**config.mk**
```make
export PLATFORM = sky130hd
export DESIGN_NAME = mby_msh_wr_req_tx
export DESIGN_NICKNAME = d
export VERILOG_FILES = /design/src/rtl/mby_msh_wr_req_tx_pkg.sv /design/src/rtl/mby_msh_wr_req_tx_fifo.sv /design/src/rtl/mby_msh_wr_req_tx.sv
export SDC_FILE = /design/constraint.sdc
export NUM_CORES = 2
export LEC_CHECK = 0
export ABC_AREA = 1
export CELL_PAD_IN_SITES_DETAIL_PLACEMENT = 0
export CELL_PAD_IN_SITES_GLOBAL_PLACEMENT = 1
export CORE_UTILIZATION = 45
export DETAILED_ROUTE_END_ITERATION = 8
export PLACE_DENSITY_LB_ADDON = 0.1
export SYNTH_ARGS = -nofsm -noshare
export SYNTH_HDL_FRONTEND = slang
export SYNTH_SLANG_ARGS = --single-unit
```
**constraint.sdc**
```tcl
create_clock -name mclk -period 78.5 [get_ports mclk]
set_input_delay 15.7 -clock mclk [delete_from_list [all_inputs] [get_ports mclk]]
set_output_delay 15.7 -clock mclk [all_outputs]
set_load 0.01 [all_outputs]
```
**src/rtl/mby_msh_wr_req_tx_pkg.sv**
```systemverilog
// Shared widths, defaults and flit types for the mesh write-request transmitter.
// The top module takes these as parameter defaults so one package serves every side.
package mby_msh_wr_req_tx_pkg;

    localparam int MSH_REQ_W      = 64;
    localparam int MSH_DBUS_W     = 512;
    localparam int MSH_FIFO_DEPTH = 4;
    localparam int MSH_WR_CRDTS   = 8;
    localparam int MSH_RTN_W      = 2;

    typedef logic [MSH_REQ_W-1:0]  msh_wr_req_t;
    typedef logic [MSH_DBUS_W-1:0] msh_wr_dbus_t;

    typedef struct packed {
        msh_wr_req_t  req;
        msh_wr_dbus_t dbus;
    } msh_wr_flit_t;

endpackage

```
**src/rtl/mby_msh_wr_req_tx_fifo.sv**
```systemverilog
// Parameterised synchronous circular-buffer FIFO shared by the mesh request transmitters.
// DEPTH must be a power of two so the pointers wrap naturally.
module mby_msh_req_fifo #(
    parameter int WIDTH = 8,
    parameter int DEPTH = 4
) (
    input  logic                       clk_i,
    input  logic                       rst_n_i,
    input  logic                       push_i,
    input  logic [WIDTH-1:0]           push_data_i,
    input  logic                       pop_i,
    output logic [WIDTH-1:0]           pop_data_o,
    output logic [$clog2(DEPTH+1)-1:0] count_o,
    output logic                       full_o,
    output logic                       empty_o
);

    localparam int AW = $clog2(DEPTH);
    localparam int CW = $clog2(DEPTH+1);

    logic [WIDTH-1:0] mem_q [DEPTH];
    logic [AW-1:0]    wr_ptr_q, wr_ptr_d;
    logic [AW-1:0]    rd_ptr_q, rd_ptr_d;
    logic [CW-1:0]    count_q, count_d;
    logic             do_push, do_pop;

    assign full_o     = (count_q == CW'(DEPTH));
    assign empty_o    = (count_q == '0);
    assign do_push    = push_i && !full_o;
    assign do_pop     = pop_i && !empty_o;
    assign count_o    = count_q;
    assign pop_data_o = mem_q[rd_ptr_q];

    always_comb begin
        wr_ptr_d = wr_ptr_q;
        rd_ptr_d = rd_ptr_q;
        count_d  = count_q;
        if (do_push) begin
            wr_ptr_d = wr_ptr_q + AW'(1);
        end
        if (do_pop) begin
            rd_ptr_d = rd_ptr_q + AW'(1);
        end
        unique case ({do_push, do_pop})
            2'b10:   count_d = count_q + CW'(1);
            2'b01:   count_d = count_q - CW'(1);
            default: count_d = count_q;
        endcase
    end

    always_ff @(posedge clk_i) begin
        if (!rst_n_i) begin
            wr_ptr_q <= '0;
            rd_ptr_q <= '0;
            count_q  <= '0;
        end else begin
            wr_ptr_q <= wr_ptr_d;
            rd_ptr_q <= rd_ptr_d;
            count_q  <= count_d;
        end
    end

    // Storage needs no reset; occupancy alone decides what is valid.
    always_ff @(posedge clk_i) begin
        if (rst_n_i && do_push) begin
            mem_q[wr_ptr_q] <= push_data_i;
        end
    end

endmodule

```
**src/rtl/mby_msh_wr_req_tx.sv**
```systemverilog
// Credit-managed write-request injector for one mesh-node input side.
// Buffers client flits and forwards them to the node only while a downstream credit is held.
module mby_msh_wr_req_tx
    import mby_msh_wr_req_tx_pkg::*;
#(
    parameter int REQ_W      = MSH_REQ_W,
    parameter int DBUS_W     = MSH_DBUS_W,
    parameter int FIFO_DEPTH = MSH_FIFO_DEPTH,
    parameter int NUM_CRDTS  = MSH_WR_CRDTS,
    parameter int RTN_W      = MSH_RTN_W
) (
    input  logic                             mclk,
    input  logic                             mhreset_n,
    input  logic                             i_req_vld,
    input  logic [REQ_W-1:0]                 i_req,
    input  logic [DBUS_W-1:0]                i_dbus,
    output logic                             o_req_rdy,
    output logic                             o_wr_req_vld,
    output logic [REQ_W-1:0]                 o_wr_req,
    output logic [DBUS_W-1:0]                o_wr_dbus,
    input  logic [RTN_W-1:0]                 i_crdt_rtn,
    output logic [$clog2(NUM_CRDTS+1)-1:0]   o_crdt_cnt,
    output logic [$clog2(FIFO_DEPTH+1)-1:0]  o_fifo_cnt,
    output logic                             o_crdt_ovfl,
    output logic                             o_idle
);

    localparam int CCW = $clog2(NUM_CRDTS+1);
    localparam int FCW = $clog2(FIFO_DEPTH+1);
    localparam int SW  = $clog2(NUM_CRDTS+RTN_W+1);
    localparam int FW  = REQ_W + DBUS_W;

    logic [CCW-1:0]    crdt_q, crdt_d;
    logic              ovfl_q, ovfl_d;
    logic              vld_q;
    logic [REQ_W-1:0]  req_q;
    logic [DBUS_W-1:0] dbus_q;

    logic [FW-1:0]     head_flit;
    logic [FCW-1:0]    fifo_cnt;
    logic              fifo_full, fifo_empty;
    logic              push, send;
    logic [SW-1:0]     rtn_cnt, crdt_sum;

    // Ready looks only at registered occupancy, so returns never reach it combinationally.
    assign o_req_rdy = mhreset_n && !fifo_full;
    assign push      = i_req_vld && o_req_rdy;
    assign send      = !fifo_empty && (crdt_q != '0);

    mby_msh_req_fifo #(
        .WIDTH (FW),
        .DEPTH (FIFO_DEPTH)
    ) u_fifo (
        .clk_i       (mclk),
        .rst_n_i     (mhreset_n),
        .push_i      (push),
        .push_data_i ({i_req, i_dbus}),
        .pop_i       (send),
        .pop_data_o  (head_flit),
        .count_o     (fifo_cnt),
        .full_o      (fifo_full),
        .empty_o     (fifo_empty)
    );

    always_comb begin
        rtn_cnt = '0;
        for (int i = 0; i < RTN_W; i++) begin
            rtn_cnt = rtn_cnt + SW'(i_crdt_rtn[i]);
        end
    end

    // A send always has a credit behind it, so the subtraction cannot underflow.
    assign crdt_sum = SW'(crdt_q) - SW'(send) + rtn_cnt;

    always_comb begin
        crdt_d = CCW'(crdt_sum);
        ovfl_d = ovfl_q;
        if (crdt_sum > SW'(NUM_CRDTS)) begin
            crdt_d = CCW'(NUM_CRDTS);
            ovfl_d = 1'b1;
        end
    end

    always_ff @(posedge mclk) begin
        if (!mhreset_n) begin
            crdt_q <= CCW'(NUM_CRDTS);
            ovfl_q <= 1'b0;
            vld_q  <= 1'b0;
            req_q  <= '0;
            dbus_q <= '0;
        end else begin
            crdt_q <= crdt_d;
            ovfl_q <= ovfl_d;
            vld_q  <= send;
            if (send) begin
                req_q  <= head_flit[FW-1:DBUS_W];
                dbus_q <= head_flit[DBUS_W-1:0];
            end
        end
    end

    assign o_wr_req_vld = vld_q;
    assign o_wr_req     = req_q;
    assign o_wr_dbus    = dbus_q;
    assign o_crdt_cnt   = crdt_q;
    assign o_fifo_cnt   = fifo_cnt;
    assign o_crdt_ovfl  = ovfl_q;
    assign o_idle       = fifo_empty && (crdt_q == CCW'(NUM_CRDTS));

endmodule

```
==> results.yml <==
synth:
  synth_mux_area_share_pct: 0
  syn_area_sq_mm: 0.107
  synth_compound_area_share_pct: 10.9
  ys_seq_area_share_pct: 75.9
  syn_nets: 9337
  synth-xor-area-share_pct: 0.00821
  yosys.area_share.simple_pct: 10.3
  syn_avg_cell_area_sq_um: 12.2
  synth_top_family_by_area: "compound AO/OA/AOI/OAI gates"
  synth_fa_ha_area_share_pct: 0.174
  yosysUniqueCellTypes: 24
  ys_ff_latch: 2893
  yosysWarnings: 0
  synthCells: 8743
cts:
  cts_sinks: 2893
  h-tree-depth: 5
  worst_skew_pair.late_latency_ns: 0.94
  cts_hold_buf: 0
  post_cts_buffers: 0
  clock-root-buffer: "clkbuf_16"
  cts.clk_slew.worst_paths_ns: 0.06
  cts_tree: "done"
  cts_resized: 0
  clk_path_buf_depth: 4
  cts_made_buffers: 322
pwr:
  power_density_mw_per_mm2: 35.3
  power_w: 0.00461
  leakagePower_nw: 44.4
  peakVddDrop_mv: 0.0392
floorplanning:
  core-area_sq_mm: 0.235
  die-area_sq_mm: 0.239
  placementRows: 178
  io_pins: 1168
  initial_core_util_pct: 45.3
  die_x_um: 489
  die_h_um: 489
outcome:
  outcome: "finished, final reports clean"
critical_path:
  r2r_start: "u_fifo.count_o[0]"
  arrival_ns: 17.13
  reg2reg_depth: 7
  worstPathMaxFanout: 41
  reg2reg_to: "u_fifo.mem_q[3][324]"
  path_cells: "buf_8 -> inv_1 -> a31oi_1 -> clkdlybuf4s50_1"
  cp.buffers_inverters: 3
  crit_required_ns: 62.80
  startpoint: "mhreset_n"
  r2r_slack_ns: 73.48
  worst-setup-path-type: "input pin to primary output"
  cp_slowest_cell: "clkdlybuf4s50_1"
  critPathCaptureType: "primary output"
  crit_family: "buffers and inverters"
  cp-start-kind: "input pin"
  slowest_delay_ns: 0.57
detailed_routing:
  vias: 69200
  drcViolationCount: 0
  firstDrtPassIters: 5
  via_per_inst: 5.23
  wirelength_um: 297000
  drt_iter0_drc: 4437
  postRouteAntennaNets: 0
  routedWlPerCell_um: 22.5
timing:
  clock-skew-final_ns: 0.0737
  hold_violations: 0
  max_freq_mhz: 30.5
  rsz0062_at_grt: "no"
  slew_headroom_pct: 19.3
  finalSetupViolations: 0
  finalSetupTns_ns: 0
  min_period_over_period_pct: 41.8
  worst_pin_slew_ns: 1.21
  fin_ws_ns: 45.67
  maxSlewViolCount: 0
  period_minus_slack_ns: 32.83
layout:
  final_common_cell: "nor2_1"
  syn2layout_area_growth_pct: 22.5
  final_cell_mix: "nor2_1, edfxtp_1, o21ai_0"
  drive_above_1_share_pct: 5.64
  nNetsFinal: 10300
min_path:
  holdCritPathClass: "flip-flop to flip-flop"
  min-delay-start: "o_crdt_ovfl"
  worstHoldEndpoint: "o_crdt_ovfl"
  hold_path_depth: 2
global_routing:
  grt_pass1_vias: 65200
  grt_max_degree: 244
  antenna_found_initial: 168
  grtUsageTotal_pct: 24.1
  grt_pass1_wl_um: 427000
  grt-ovfl-total: 0
placement:
  gp_congestion: 0.797
  place_ws_ns: 45.66
  dp_hpwl_um: 172000
  io_buffers: 1167
run:
  maxCapViolCount: 0
-- area by class of cell --
class	instances	area (sq um)
Fill cell	19500	105000
Clock buffer	444	9020
Sequential cell	2893	81000
Clock inverter	131	1080
Antenna cell	73	183
Multi-Input combinational cell	5247	22800
Inverter	27	124
Timing Repair Buffer	1252	12500
Tap cell	3150	3940
-- kinds of logic (layout without fill, tap and decap cells) --
family / after synthesis / in the layout
compound gates: 2321 / 2321
flops: 2893 / 2893
other cells: 0 / 73
xor+xnor: 1 / 1
fa+ha+maj: 13 / 13
simple gates: 2912 / 2912
buf+inv: 603 / 1854
-- worst min-delay path, delay by kind of cell, from the launching register on --
family	cells	cell delay (ns)
AO/OA/AOI/OAI	1	0.05
buffers and inverters	1	0.05
flip-flops	1	0.32
-- power by group --
part,switching [W],internal (W)
logic,0.000824,0.000456
clock network,0.000586,0.000851
registers,0.0000780,0.00182
total,0.00149,0.00313
-- metal layers --
layer  track usage [%]  wire [um]  vias to the layer above
met3              8.52      26000                      674
met1              29.4     118000                    33700
met5                 0        913                        -
met2              38.2     139000                     1789
met4              11.6      12800                      140
li1                  -          -                    32800
-- synthesized netlist by cell type --
cell type     n  area [sq um]
o21ai_1     816          4080
ha_1         10           125
inv_2         7          26.3
buf_1        14          52.6
buf_4        57           428
a21oi_1      10          50.1
nand3_2       1          10.0
edfxtp_1   2304         69200
buf_2       237          1190
nand3_1       7          35.0
a31oi_1       1          6.26
inv_1        20          75.1
nor2_1     2893         10900
or2_2         1          6.26
nand2_2       1          6.26
clkbuf_1    240           901
clkbuf_2     10          50.1
xnor2_1       1          8.76
fa_1          3          60.1
nand2_1       8          30.0
buf_6        18           203
o21ai_0    1494          7480
nand3b_1      1          7.51
dfxtp_1     589         11800
-- state kept, by name, indices dropped and copies added (netlist names) --
register	count
u_fifo.mem_q	2304
o_wr_dbus	512
o_wr_req	64
o_crdt_cnt	4
u_fifo.count_o	3
u_fifo.rd_ptr_q	2
u_fifo.wr_ptr_q	2
o_crdt_ovfl	1
o_wr_req_vld	1
-- worst max-delay path by stage --
stage	end	slack [ns]	cells past startpoint
after global routing	o_req_rdy	45.60	4
after global placement	o_req_rdy	45.65	4
after detailed placement	o_req_rdy	45.66	4
after CTS	o_req_rdy	45.65	4
final	o_req_rdy	45.67	4
after floorplan	u_fifo.mem_q[0][0]	36.98	3
-- metrics by stage --
stage          instance area, sq um  hold slack (ns)  util, %  cells
6_report                     131000            0.471     55.5  13200
4_1_cts                      130000            0.475     55.4  13100
3_5_place_dp                 120000            0.462     51.1  12600
5_1_grt                      131000            0.478     55.5  13200
3_3_place_gp                 120000            0.455     51.1  12600
2_1_floorplan                107000            0.470        -   8743
Power figures use the tool's default switching activity.
